File: src/rtl/fd3e_wr_arb_if.sv
// Bus between N write requesters and the fd3e_wr_arb round-robin arbiter.
// The master side is the requester/bank environment, the slave side is the arbiter.
interface fd3e_wr_arb_if #(
  parameter int N = 4
);
  logic [N-1:0]   REQ;
  logic [3*N-1:0] DIN;
  logic           CE;
  logic [2:0]     D;
  logic [N-1:0]   GNT;
  logic           BUSY;

  modport master (
    output REQ, DIN,
    input  CE, D, GNT, BUSY
  );

  modport slave (
    input  REQ, DIN,
    output CE, D, GNT, BUSY
  );
endinterface

File: src/rtl/fd3e_wr_arb.sv
// Round-robin write arbiter in front of a 3-bit clock-enabled register bank.
// One requester wins per arbitration, its word is latched at that edge and
// written with a single-cycle CE pulse, then GAP idle cycles follow.
module fd3e_wr_arb #(
  parameter int N   = 4,
  parameter int GAP = 1,
  parameter int PW  = 3
) (
  input  logic          CK,
  input  logic          RST,
  fd3e_wr_arb_if.slave  bus
);

  typedef enum logic [1:0] {IDLE, WRITE, COOL} state_t;

  state_t          state_q, state_d;
  logic [PW-1:0]   ptr_q, ptr_d;
  logic [PW-1:0]   cnt_q, cnt_d;
  logic [PW-1:0]   win_q, win_d;
  logic            ce_q, ce_d;
  logic [2:0]      d_q, d_d;
  logic [N-1:0]    gnt_q, gnt_d;

  logic            hit;
  logic [PW-1:0]   win_c;
  int              idx;

  // Find the first requester at or after the pointer, wrapping at N
  always_comb begin
    hit   = 1'b0;
    win_c = '0;
    idx   = 0;
    for (int k = N - 1; k >= 0; k--) begin
      idx = int'(ptr_q) + k;
      if (idx >= N) idx = idx - N;
      if (bus.REQ[idx]) begin
        hit   = 1'b1;
        win_c = PW'(idx);
      end
    end
  end

  // Next-state and registered-output logic for IDLE/WRITE/COOL
  always_comb begin
    state_d = state_q;
    ptr_d   = ptr_q;
    cnt_d   = cnt_q;
    win_d   = win_q;
    ce_d    = 1'b0;
    gnt_d   = '0;
    d_d     = d_q;
    case (state_q)
      IDLE: begin
        if (hit) begin
          win_d   = win_c;
          d_d     = bus.DIN[3*int'(win_c) +: 3];
          gnt_d   = N'(1) << win_c;
          ce_d    = 1'b1;
          state_d = WRITE;
        end
      end
      WRITE: begin
        ptr_d = (win_q == PW'(N - 1)) ? '0 : win_q + PW'(1);
        if (GAP == 0) begin
          state_d = IDLE;
        end else begin
          cnt_d   = PW'(GAP - 1);
          state_d = COOL;
        end
      end
      COOL: begin
        if (cnt_q == '0) begin
          state_d = IDLE;
        end else begin
          cnt_d = cnt_q - PW'(1);
        end
      end
      default: state_d = IDLE;
    endcase
  end

  // State and output registers with synchronous reset
  always_ff @(posedge CK) begin
    if (RST) begin
      state_q <= IDLE;
      ptr_q   <= '0;
      cnt_q   <= '0;
      win_q   <= '0;
      ce_q    <= 1'b0;
      d_q     <= 3'b000;
      gnt_q   <= '0;
    end else begin
      state_q <= state_d;
      ptr_q   <= ptr_d;
      cnt_q   <= cnt_d;
      win_q   <= win_d;
      ce_q    <= ce_d;
      d_q     <= d_d;
      gnt_q   <= gnt_d;
    end
  end

  assign bus.CE   = ce_q;
  assign bus.D    = d_q;
  assign bus.GNT  = gnt_q;
  assign bus.BUSY = (state_q != IDLE);

endmodule

File: src/flat_wrapper.sv
// flat-port wrapper written by rule: the top's interface ports become plain ports
module fd3e_wr_arb_flat 
#(
  parameter int N   = 4,
  parameter int GAP = 1,
  parameter int PW  = 3
)
  (CK, RST, bus_REQ, bus_DIN, bus_CE, bus_D, bus_GNT, bus_BUSY);
  fd3e_wr_arb_if #(.N(N)) bus_i ();
  input  logic CK;
  input  logic RST;
  input wire logic [$bits(bus_i.REQ)-1:0] bus_REQ;
  input wire logic [$bits(bus_i.DIN)-1:0] bus_DIN;
  output wire logic [$bits(bus_i.CE)-1:0] bus_CE;
  output wire logic [$bits(bus_i.D)-1:0] bus_D;
  output wire logic [$bits(bus_i.GNT)-1:0] bus_GNT;
  output wire logic [$bits(bus_i.BUSY)-1:0] bus_BUSY;
  assign bus_i.REQ = bus_REQ;
  assign bus_i.DIN = bus_DIN;
  assign bus_CE = bus_i.CE;
  assign bus_D = bus_i.D;
  assign bus_GNT = bus_i.GNT;
  assign bus_BUSY = bus_i.BUSY;
  fd3e_wr_arb #(.N(N), .GAP(GAP), .PW(PW)) u_core (.CK(CK), .RST(RST), .bus(bus_i));
endmodule
File: config.mk
export PLATFORM = sky130hd
export DESIGN_NAME = fd3e_wr_arb_flat
export DESIGN_NICKNAME = d
export VERILOG_FILES = /design/src/rtl/fd3e_wr_arb_if.sv /design/src/rtl/fd3e_wr_arb.sv /design/src/flat_wrapper.sv
export SDC_FILE = /design/constraint.sdc
export NUM_CORES = 1
export LEC_CHECK = 0
export ABC_AREA = 1
export BUFFER_PORTS_ARGS = -buffer_cell sky130_fd_sc_hd__buf_4
export CELL_PAD_IN_SITES_DETAIL_PLACEMENT = 0
export CELL_PAD_IN_SITES_GLOBAL_PLACEMENT = 1
export CORE_MARGIN = 2
export CORE_UTILIZATION = 30
export DETAILED_ROUTE_END_ITERATION = 10
export PLACE_DENSITY_LB_ADDON = 0.1
export SYNTH_ARGS = -nofsm -noshare
export SYNTH_HDL_FRONTEND = slang
export SYNTH_SLANG_ARGS = --single-unit
File: constraint.sdc
create_clock -name CK -period 5.3 [get_ports CK]
set_input_delay 1.06 -clock CK [delete_from_list [all_inputs] [get_ports CK]]
set_output_delay 1.06 -clock CK [all_outputs]
set_load 0.03 [all_outputs]
==> metrics <==
outcome=completed; vias in the first global route=1116; Cell Area, Synth=1348 um2; final critical-path share of the clock period=0.4341; synthesis-to-layout area growth=21.82%; diode count=0; later-pin clock latency in the skew report=0.25 ns; Req. time, crit path=5.49 ns; fillcell total=467; Congestion Overflow GR=0; RR Endpoint=u_core.bus.D[0]; initial drt markers=56; WHS Path Cells=1; setup violators final=0; drt drc=0; Final GP Congestion=0.7478; DIE AREA=5044 um2; total chip power=771.2 uW; Die Y=71.02 um; Pleak=0.8345 nW; largest cells by area after synthesis=dfxtp_1, ha_1, nand2_4; Arr. time, crit path=2.49 ns; CTS H-Tree Depth=1; Clock Sinks=19; GRT Util Overall=0.1215; first-pass GRT wire length=4988 um; RSZ-0062 raised after global routing=no; Main synth FF type=dfxtp_1; Post-synth EDFFs=0; Rows=24; max-slew violations=0; Synth area leader=dfxtp_1; CTS Hold Bufs=0; Max-slew headroom=0.6039; WHS Endpoint=u_core.cnt_q[2]; initial antenna violation count=0; Max Clock Skew=0.004303 ns; hold_sp=u_core.cnt_q[2]; crit-path cells=inv_8 -> ha_1 -> inv_1 -> nand3_2 -> nand2_2 -> inv_2 -> nand2_2 -> nand2_2 -> nand2_4 -> nand2_8 -> nand2_2 -> nand3_2 -> nand2_1 -> nand2_1 -> a21oi_2; Cells after DPL=252; fmax=434.7 MHz; FF-to-FF path depth=15; drt pass-1 iters=4; number of CTS-inserted buffers=3; Syn Area/Cell=7.700 um2; Horiz. Die Dim=71.02 um; Final WS setup=2.999 ns; non-filler cells, final=256; Netlist cell types=31; crit path max fanout=9; most common cell in the netlist=inv_1; CTS tree=yes; most used cell, CP=nand2_2; TNS Setup=0 ns; layout cells sized above 1=0.3431; drt total wl=2745 um; dpl hpwl=2358 um; Synth Register Bits=19; Antenna Nets Post-Route=0; port bufs=26; synth cell count leaders=inv_1, nand2_1, dfxtp_1; critical path type=register to register; YS warnings=0; setup bufs post-CTS=0; critical path launch point type=register; Seq/Total Area, Yosys=0.2823; total number of vias=1136; CP endpoint kind=register; Max Root-Sink Buffers=2; vias per cell=4.438; Slowest-stage cell, CP=dfxtp_1; per-cell routed wire length=10.72 um; Clk pin slew, worst setup/hold paths=0.07 ns; FFs w/ async S/R, synth=0; post-synth top area share=0.2823; core area=4354 um2; max_cap viols=0; Post-CTS Resized=0; largest net degree at the start of global routing=11; PD cells=469.8 nW/um2; initial core utilization=0.3095; Ports=27; r2r setup slk=3.00 ns; NumNets Final=233; final worst path period need=2.301 ns; FF-to-FF Start=u_core.ptr_q[0]; Root Driver=clkbuf_8; measured slew at the worst slew-check pin=0.5933 ns; VDD IR max=0.0001736 V; post-synthesis cell count=175; type of the most critical hold path=register to register; Place WS=2.865 ns; syn nets=203; final hold vios=0; crit-path max cell delay=0.70 ns
-- where the power goes --
part | switching (mW) | internal, mW
clock | 0.0442 | 0.0533
combinational | 0.291 | 0.166
sequential | 0.0338 | 0.182
-- layout by cell type, fill, tap and decap left out, types with 2 or more instances in the layout --
| cell | n |
|---|---|
| inv_2 | 3 |
| nor2_1 | 14 |
| nand2_2 | 12 |
| nand3_1 | 17 |
| inv_1 | 26 |
| clkbuf_8 | 3 |
| nand2_1 | 24 |
| a21oi_1 | 7 |
| nand2_4 | 9 |
| nand3_2 | 7 |
| ha_1 | 10 |
| o21ai_0 | 5 |
| a211oi_1 | 3 |
| nand4_1 | 2 |
| dfxtp_1 | 19 |
| buf_4 | 26 |
-- worst max-delay path, delay by kind of cell (launching register included) --
family	cells	cell delay [ns]
compound gates	1	0.11
fa+ha+maj	1	0.37
buf+inv	3	0.29
flops	1	0.70
simple gates	10	0.76
-- sequential cells by signal, indices dropped and copies added (netlist names) --
name,flops
u_core.bus.D,3
u_core.ptr_q,3
u_core.bus.GNT,4
u_core.bus.CE,1
u_core.cnt_q,3
u_core.state_q,2
u_core.win_q,3
-- layout make-up --
class,count,area [um2],share of cell area
multi-input combinational,123,824.5,0.5023
inverter,32,131.4,0.08003
timing repair buffer,26,195.2,0.1189
sequential,19,380.4,0.2317
clock buffer,4,45.04,0.02744
tap,52,65.06,0.03963
-- stage by stage --
stage	hold WS, ns	instance area, um2	util
finish	0.4609	1642	0.3770
floorplan	0.4124	1348	-
detailed placement	0.4551	1597	0.3667
global placement	0.4322	1597	0.3667
CTS	0.4668	1642	0.3770
global route	0.4774	1642	0.3770
-- worst max-delay path by stage --
| stage | start | end | slack, ns | depth (start not counted) |
|---|---|---|---|---|
| 2_1_floorplan | bus_REQ[3] | u_core.bus.D[1] | 3.16 | 12 |
| 3_3_place_gp | bus_REQ[0] | u_core.bus.D[1] | 2.88 | 15 |
| 3_5_place_dp | bus_REQ[2] | u_core.bus.D[1] | 2.86 | 15 |
| 4_1_cts | u_core.ptr_q[0] | u_core.bus.D[0] | 2.98 | 15 |
| 5_1_grt | u_core.ptr_q[0] | u_core.bus.D[0] | 2.76 | 12 |
| 6_report | u_core.ptr_q[0] | u_core.bus.D[0] | 3.00 | 15 |
-- routing by layer --
metal / GRT usage / up-vias / routed length [um]
met3: 0.03134 / 2 / 134
met2: 0.1983 / 25 / 1302
met1: 0.1654 / 491 / 1299
met5: 0 / - / 0
li1: - / 618 / -
met4: 0.01887 / 0 / 8
-- cell families (layout without fill, tap and decap cells) --
kind of cell,Yosys count,count (layout),synth area share
compound gates,20,20,0.09192
buf+inv,33,62,0.1058
fa+ha+maj,10,10,0.09285
simple gates,91,91,0.4141
xor+xnor,2,2,0.01300
flops,19,19,0.2823
Power figures use the tool's default switching activity.
